## config.mk

```make
export PLATFORM = sky130hd
export DESIGN_NAME = eth_perf_snapshot_regs
export DESIGN_NICKNAME = d
export VERILOG_FILES = /design/src/rtl/eth_perf_snapshot_regs_pkg.sv /design/src/rtl/eth_perf_snapshot_lane.sv /design/src/rtl/eth_perf_snapshot_regs.sv
export SDC_FILE = /design/constraint.sdc
export NUM_CORES = 1
export LEC_CHECK = 0
export ABC_AREA = 1
export CAP_MARGIN = 20
export CORE_UTILIZATION = 28
export DETAILED_ROUTE_END_ITERATION = 16
export GPL_TIMING_DRIVEN = 0
export PLACE_DENSITY = 0.51
export SYNTH_ARGS = -nofsm -noshare
export SYNTH_HDL_FRONTEND = slang
export SYNTH_SLANG_ARGS = --single-unit
```

## constraint.sdc

```tcl
create_clock -name clk -period 1.7 [get_ports clk]
set_input_delay 0.51 -clock clk [delete_from_list [all_inputs] [get_ports clk]]
set_output_delay 0.51 -clock clk [all_outputs]
set_load 0.05 [all_outputs]
```

## src/rtl/eth_perf_snapshot_regs_pkg.sv

```systemverilog
// Shared definitions for the Ethernet performance snapshot register block.
//   - ctr_idx_e      : counter order inside the packed counters bus (counter 0 in LSBs)
//   - ADDR_*         : word addresses of the read window
//   - snap_state_e   : snapshot FSM states
//   - ctr_delta      : modular 64-bit interval difference used by the delta build
// Optional feature macro: ETH_PERF_SNAPSHOT_DELTA_EN (delta-per-interval snapshots).
package eth_perf_snapshot_regs_pkg;

  localparam int NUM_COUNTERS_DEF = 5;

  typedef enum logic [2:0] {
    CTR_RX_FRAMES  = 3'd0,
    CTR_RX_CRC_ERR = 3'd1,
    CTR_RX_BYTES   = 3'd2,
    CTR_TX_FRAMES  = 3'd3,
    CTR_TX_BYTES   = 3'd4
  } ctr_idx_e;

  localparam logic [3:0] ADDR_CTR_BASE = 4'd0;
  localparam logic [3:0] ADDR_STATUS   = 4'd10;

  typedef enum logic [1:0] {
    ST_IDLE    = 2'd0,
    ST_CAPTURE = 2'd1,
    ST_DELTA   = 2'd2,
    ST_COMMIT  = 2'd3
  } snap_state_e;

  // Difference between two raw samples; modular so a counter wrap still
  // yields the true number of events in the interval.
  function automatic logic [63:0] ctr_delta(input logic [63:0] cur_raw,
                                            input logic [63:0] prev_raw);
    return cur_raw - prev_raw;
  endfunction

endpackage

```

## src/rtl/eth_perf_snapshot_lane.sv

```systemverilog
// One counter lane of the snapshot block: staging register, visible register
// and (delta build only) the previous raw sample plus the interval subtractor.
// Ports:
//   clk, rst_n   : clock, asynchronous active-low reset
//   live         : live 64-bit counter value
//   capture_en   : latch live value into staging
//   delta_en     : (ETH_PERF_SNAPSHOT_DELTA_EN only) replace staging by interval delta
//   commit_en    : copy staging into the visible register
//   visible      : value presented to the read window
// Optional feature macro: ETH_PERF_SNAPSHOT_DELTA_EN.
module eth_perf_snapshot_lane
  import eth_perf_snapshot_regs_pkg::*;
(
  input  logic        clk,
  input  logic        rst_n,
  input  logic [63:0] live,
  input  logic        capture_en,
`ifdef ETH_PERF_SNAPSHOT_DELTA_EN
  input  logic        delta_en,
`endif
  input  logic        commit_en,
  output logic [63:0] visible
);

  logic [63:0] staging_r;
  logic [63:0] visible_r;

`ifdef ETH_PERF_SNAPSHOT_DELTA_EN
  logic [63:0] prev_raw_r;

  // Staging: raw capture, then overwritten by the interval delta one cycle later.
  always_ff @(posedge clk or negedge rst_n) begin
    if (!rst_n) begin
      staging_r <= 64'd0;
    end else if (capture_en) begin
      staging_r <= live;
    end else if (delta_en) begin
      staging_r <= ctr_delta(staging_r, prev_raw_r);
    end else begin
      staging_r <= staging_r;
    end
  end

  // Previous raw sample; starts at zero so the first interval is delta from 0.
  always_ff @(posedge clk or negedge rst_n) begin
    if (!rst_n) begin
      prev_raw_r <= 64'd0;
    end else if (delta_en) begin
      prev_raw_r <= staging_r;
    end else begin
      prev_raw_r <= prev_raw_r;
    end
  end
`else
  // Staging: raw capture of the live counter.
  always_ff @(posedge clk or negedge rst_n) begin
    if (!rst_n) begin
      staging_r <= 64'd0;
    end else if (capture_en) begin
      staging_r <= live;
    end else begin
      staging_r <= staging_r;
    end
  end
`endif

  // Visible bank: only changes on the edge that ends the commit cycle.
  always_ff @(posedge clk or negedge rst_n) begin
    if (!rst_n) begin
      visible_r <= 64'd0;
    end else if (commit_en) begin
      visible_r <= staging_r;
    end else begin
      visible_r <= visible_r;
    end
  end

  assign visible = visible_r;

endmodule

```

## src/rtl/eth_perf_snapshot_regs.sv

```systemverilog
// Atomic snapshot of the MAC performance counters exposed as a 32-bit
// read-only register window. All lanes capture and commit together, so any
// low/high word pair read back belongs to the same snapshot.
// Ports:
//   clk, rst_n   : clock, asynchronous active-low reset
//   counters     : NUM_COUNTERS x 64-bit live counters, counter 0 in LSBs
//   snap_req     : single-cycle capture request (accepted only when idle)
//   snap_busy    : capture in progress
//   snap_done    : one-cycle pulse during the commit cycle
//   rd_en, rd_addr : register read strobe and word address
//   rd_valid, rd_data : read response one cycle after rd_en
// Address map: 0..9 counters (low word at 2k, high at 2k+1),
//   10 status {overrun, 14'b0, delta_mode, seq[15:0]}, 11..15 read as 0.
// Optional feature macro: ETH_PERF_SNAPSHOT_DELTA_EN (visible bank holds
//   per-interval deltas, adds a DELTA state between CAPTURE and COMMIT).
module eth_perf_snapshot_regs
  import eth_perf_snapshot_regs_pkg::*;
#(
  parameter int SEQ_WIDTH    = 16,
  parameter int NUM_COUNTERS = NUM_COUNTERS_DEF
) (
  input  logic                       clk,
  input  logic                       rst_n,
  input  logic [64*NUM_COUNTERS-1:0] counters,
  input  logic                       snap_req,
  output logic                       snap_busy,
  output logic                       snap_done,
  input  logic                       rd_en,
  input  logic [3:0]                 rd_addr,
  output logic                       rd_valid,
  output logic [31:0]                rd_data
);

`ifdef ETH_PERF_SNAPSHOT_DELTA_EN
  localparam logic DELTA_MODE = 1'b1;
`else
  localparam logic DELTA_MODE = 1'b0;
`endif

  snap_state_e          state_r;
  logic                 busy_r;
  logic                 done_r;
  logic [SEQ_WIDTH-1:0] seq_r;
  logic                 overrun_r;
  logic                 rd_valid_r;
  logic [31:0]          rd_data_r;

  logic                 capture_en_s;
  logic                 commit_en_s;
  logic [63:0]          vis_s [NUM_COUNTERS];
  logic [31:0]          status_s;
  logic [3:0]           ctr_off_s;
  logic [31:0]          rd_word_s;

  assign capture_en_s = (state_r == ST_CAPTURE);
  assign commit_en_s  = (state_r == ST_COMMIT);

`ifdef ETH_PERF_SNAPSHOT_DELTA_EN
  logic delta_en_s;
  assign delta_en_s = (state_r == ST_DELTA);
`endif

  for (genvar k = 0; k < NUM_COUNTERS; k++) begin : g_lane
    eth_perf_snapshot_lane u_lane (
      .clk        (clk),
      .rst_n      (rst_n),
      .live       (counters[64*k +: 64]),
      .capture_en (capture_en_s),
`ifdef ETH_PERF_SNAPSHOT_DELTA_EN
      .delta_en   (delta_en_s),
`endif
      .commit_en  (commit_en_s),
      .visible    (vis_s[k])
    );
  end

  // Snapshot FSM; busy/done are registered alongside the state they describe.
  always_ff @(posedge clk or negedge rst_n) begin
    if (!rst_n) begin
      state_r <= ST_IDLE;
      busy_r  <= 1'b0;
      done_r  <= 1'b0;
      seq_r   <= '0;
    end else begin
      case (state_r)
        ST_IDLE: begin
          if (snap_req) begin
            state_r <= ST_CAPTURE;
            busy_r  <= 1'b1;
          end else begin
            state_r <= ST_IDLE;
            busy_r  <= 1'b0;
          end
          done_r <= 1'b0;
        end
        ST_CAPTURE: begin
`ifdef ETH_PERF_SNAPSHOT_DELTA_EN
          state_r <= ST_DELTA;
          done_r  <= 1'b0;
`else
          state_r <= ST_COMMIT;
          done_r  <= 1'b1;
`endif
          busy_r <= 1'b1;
        end
        ST_DELTA: begin
          state_r <= ST_COMMIT;
          busy_r  <= 1'b1;
          done_r  <= 1'b1;
        end
        ST_COMMIT: begin
          state_r <= ST_IDLE;
          busy_r  <= 1'b0;
          done_r  <= 1'b0;
          seq_r   <= seq_r + SEQ_WIDTH'(1);
        end
        default: begin
          state_r <= ST_IDLE;
          busy_r  <= 1'b0;
          done_r  <= 1'b0;
        end
      endcase
    end
  end

  // Sticky overrun: a request outside IDLE sets it, a status read clears it;
  // set takes priority when both happen in the same cycle.
  always_ff @(posedge clk or negedge rst_n) begin
    if (!rst_n) begin
      overrun_r <= 1'b0;
    end else if (snap_req && (state_r != ST_IDLE)) begin
      overrun_r <= 1'b1;
    end else if (rd_en && (rd_addr == ADDR_STATUS)) begin
      overrun_r <= 1'b0;
    end else begin
      overrun_r <= overrun_r;
    end
  end

  assign status_s = {overrun_r, 14'd0, DELTA_MODE, 16'(seq_r)};

  // Read mux over the visible bank and status word.
  always_comb begin
    ctr_off_s = rd_addr - ADDR_CTR_BASE;
    rd_word_s = 32'd0;
    if (rd_addr == ADDR_STATUS) begin
      rd_word_s = status_s;
    end else if (ctr_off_s < 4'(2 * NUM_COUNTERS)) begin
      for (int k = 0; k < NUM_COUNTERS; k++) begin
        if (ctr_off_s[3:1] == 3'(k)) begin
          rd_word_s = ctr_off_s[0] ? vis_s[k][63:32] : vis_s[k][31:0];
        end else begin
          rd_word_s = rd_word_s;
        end
      end
    end else begin
      rd_word_s = 32'd0;
    end
  end

  // Read response register; data holds its last value between reads.
  always_ff @(posedge clk or negedge rst_n) begin
    if (!rst_n) begin
      rd_valid_r <= 1'b0;
      rd_data_r  <= 32'd0;
    end else if (rd_en) begin
      rd_valid_r <= 1'b1;
      rd_data_r  <= rd_word_s;
    end else begin
      rd_valid_r <= 1'b0;
      rd_data_r  <= rd_data_r;
    end
  end

  assign snap_busy = busy_r;
  assign snap_done = done_r;
  assign rd_valid  = rd_valid_r;
  assign rd_data   = rd_data_r;

endmodule

```

==> results by group <==
Run status
  • Status: finished, violations left
  • Failing checks: hold timing, setup timing

Setup path
  • Reg-to-Reg Start: state_r[0]$_DFF_PN0_
  • Worst R2R End: g_lane[2].u_lane.staging_r[2]$_DFFE_PN0N_
  • CP max stage cell: dfrtp_2
  • Largest fanout on the critical path: 8
  • CP startpoint kind: register
  • Crit path from: state_r[0]$_DFF_PN0_
  • Worst Setup Path Type: reg -> reg
  • Worst Path Arrival: around 2300 ps
  • Crit-path max cell delay: 470 ps
  • WP depth: 8
  • Crit-path cells: buf_12 -> ha_4 -> buf_12 -> buf_16 -> buf_16 -> clkbuf_16 -> nand2_4 -> o21ai_0
  • Worst path required time: roughly 2200 ps
  • Worst path bufs/invs: 5
  • Crit end category: register
  • CP endpoint: g_lane[2].u_lane.staging_r[2]$_DFFE_PN0N_
  • FF-to-FF setup slack: -130 ps
  • Critical path's top delay family: buffers and inverters
  • R2r worst-path depth: 8

STA
  • Slew HR: 57.3%
  • Final Max Tran Viols: 0
  • Minimum hold slack: -184 ps
  • Clock Skew: roughly 16 ps
  • RSZ-0062 raised after global routing: true
  • Final setup fails: about 270
  • Post-layout worst setup margin: -125 ps
  • Slew @ Worst Pin: 634 ps
  • Hold Fails Final Rpt: 96
  • Total negative slack: -13,900 ps
  • Fmax: 548 MHz
  • Period minus WS final: 1830 ps
  • Fin crit share: 107%

Synth
  • Largest cells by area after synthesis: dfrtp_1, nand2_1, o21ai_0
  • Share of the synthesized area in the top cell type: about three fifths
  • Synth area leader: dfrtp_1
  • Seq/Total Area, Yosys: 59.8%
  • Syn_nets: 3,432
  • Post-synthesis cell area: approximately 0.029 sq mm
  • Synth cell types: 27
  • Warnings from Yosys: 0
  • Syn Area/Cell: ~9.3 sq um
  • Post-Syn Instances: ~3,100
  • Flops & latches, synth: 692

Cells and area
  • Area Growth Syn to Fin: 38.3%
  • Commonest non-fill, non-tap cell in the layout: nand2_1
  • Layout fillers: 10,300
  • Final Non-Filler Cells: about 5,000
  • Most frequent cells in the layout: nand2_1, dfrtp_1, o21ai_0
  • Share of layout cells above drive strength 1: about a fifth
  • Layout Nets: approximately 3,900

Routing
  • DRC violations left: 0
  • DR vias/cell: ~4.6
  • Detailed-route via count: roughly 23,000
  • Routed WL per cell: approximately 22 um
  • Drt first pass iters: 5
  • Routed WL: 111 mm
  • Post-route ant nets: 0
  • Initial drt markers: about 1,700

Floorplanning
  • I/O pin count: ~360
  • Std-Cell Rows: between 100 and 150
  • Starting Density: between 20% and 30%
  • Core Region: 0.102 sq mm
  • Die X: roughly 320 um
  • Die area: roughly 0.10 sq mm
  • Die Y: between 300 and 400 um

Flow run
  • Max Cap Viol: 0

Clocking
  • Clock buffer depth: 3
  • H-tree depth: 3
  • TritonCTS Buffers: 80
  • Worst-skew pair later-pin latency: about 630 ps
  • Reg clk slew, reported paths: ~60 ps
  • Clock Tree Root: clkbuf_16
  • Clk sinks: 692
  • CTS tree: done

Power
  • Clock share of power: 23.7%
  • Logic pwr share: between 30% and 40%
  • Internal cell power: approximately 48 mW
  • Flop pwr share: 36.8%
  • Switch Pwr: about 28 mW
  • Pleak: around 19 nW
  • Max IR drop VDD: between 700 and 800 uV
  • Sw frac: a little over a third
  • Pwr per Cell Area: 1900 mW/mm^2

Global route
  • First-pass GRT wire length: ~160 mm
  • Grt total ovfl: 0
  • Global Route Usage Sum: 20.4%
  • Initial antenna violation count: 12
  • Pin count of the biggest net entering global routing: 113
  • Vias in the first global route: about 24,000

Placed design
  • Port Buf Inserts: around 360
  • Final HPWL DP: around 80 mm
  • Dpl ws: -1980 ps
  • Routability cong.: roughly 0.89
  • Placed Instances: a little under 5,000

Worst hold path
  • Worst hold path class: in -> async
==> synthesized netlist by cell type <==
| master | count |
|---|---|
| o21ai_0 | 506 |
| buf_6 | 1 |
| a22oi_1 | 17 |
| o21ai_1 | 14 |
| nand2_1 | 817 |
| o211ai_1 | 31 |
| a21oi_1 | 50 |
| buf_1 | 4 |
| nor3_1 | 2 |
| buf_2 | 85 |
| nand3_1 | 41 |
| ha_1 | 4 |
| inv_2 | 2 |
| nor2_2 | 3 |
| a21o_1 | 1 |
| dfrtp_1 | 692 |
| nor2_1 | 164 |
| mux2_2 | 176 |
| a31oi_1 | 14 |
| clkbuf_1 | 71 |
| xnor2_1 | 3 |
| nand3b_1 | 1 |
| xor2_1 | 6 |
| nand4_1 | 2 |
| inv_1 | 371 |
| nor2_4 | 1 |
| buf_4 | 21 |
==> per-layer routing <==
layer	up-vias	part of all wire [%]	wire length (um)	global-route usage, %
li1	10900	-	-	-
met1	11600	44	48800	27.9
met2	647	46	50300	32.3
met3	178	6.5	7210	4.00
met4	10	3.7	4140	6.94
met5	-	0.057	63	0
==> through the flow <==
| stage | utilization, % | total power, mW | cell area [sq um] |
|---|---|---|---|
| finish | 39.2 | 76.1 | 40100 |
| global route | 39.2 | 80.7 | 40000 |
| CTS | 37.6 | 72.3 | 38400 |
| detailed placement | 33.8 | 51.6 | 34500 |
| global placement | 33.6 | 51.1 | 34300 |
| floorplan | - | 41.6 | 29000 |
==> kinds of logic after synthesis <==
kind of cell | synth area share (%)
AOI/OAI and AO/OA | 11.4
xor gates and xnor gates | 0.272
and+or+nand+nor | 13.6
DFF | 59.8
muxes | 6.84
buffers and inverters | 7.86
adders and majority gates | 0.173
==> state kept, by name, summed over array words and instances (netlist names) <==
signal,flops
g_lane.u_lane.staging_r,320
g_lane.u_lane.visible,320
rd_data,32
seq_r,16
overrun_r,1
rd_valid,1
snap_done,1
state_r,1
==> cell type report <==
cell class	count	area, sq um	area share (%)
plain buffers	180	1590	3.97
clock buffers	120	2380	5.95
multi-input cells	1853	10400	26.0
repair buffers	427	4880	12.2
flip-flops and latches	692	17300	43.2
clock inverters	24	358	0.893
well taps	1368	1710	4.27
inverters	373	1400	3.50
diodes	3	7.51	0.0187
==> repair_timing <==
action	CTS	global route
endpoints found under the setup margin	836	581
endpoints found under the hold margin	96	96
gates resized for setup	525	407
cloned	2	23
pin swaps	7	14
buffers inserted	17	16
==> power groups by stage <==
stage	combinational (mW)	clock (mW)	sequential [mW]
after global placement	22.8	0	28.3
after floorplan	14.4	0	27.2
final	30.0	18.1	28.0
after global routing	32.9	19.0	28.8
after detailed placement	23.5	0	28.0
after CTS	26.0	18.4	27.9
==> how the worst min path moves through the flow <==
stage / startpoint / end
finish: rst_n / g_lane[1].u_lane.staging_r[52]$_DFFE_PN0N_
global route: rst_n / g_lane[1].u_lane.staging_r[52]$_DFFE_PN0N_
detailed placement: rd_data[26]$_DFFE_PN0P_ / rd_data[26]$_DFFE_PN0P_
global placement: g_lane[4].u_lane.visible[7]$_DFFE_PN0N_ / g_lane[4].u_lane.visible[7]$_DFFE_PN0N_
CTS: rst_n / g_lane[1].u_lane.staging_r[52]$_DFFE_PN0N_
floorplan: rst_n / g_lane[0].u_lane.staging_r[0]$_DFFE_PN0N_
No activity file was read; power rests on OpenSTA's default activity.
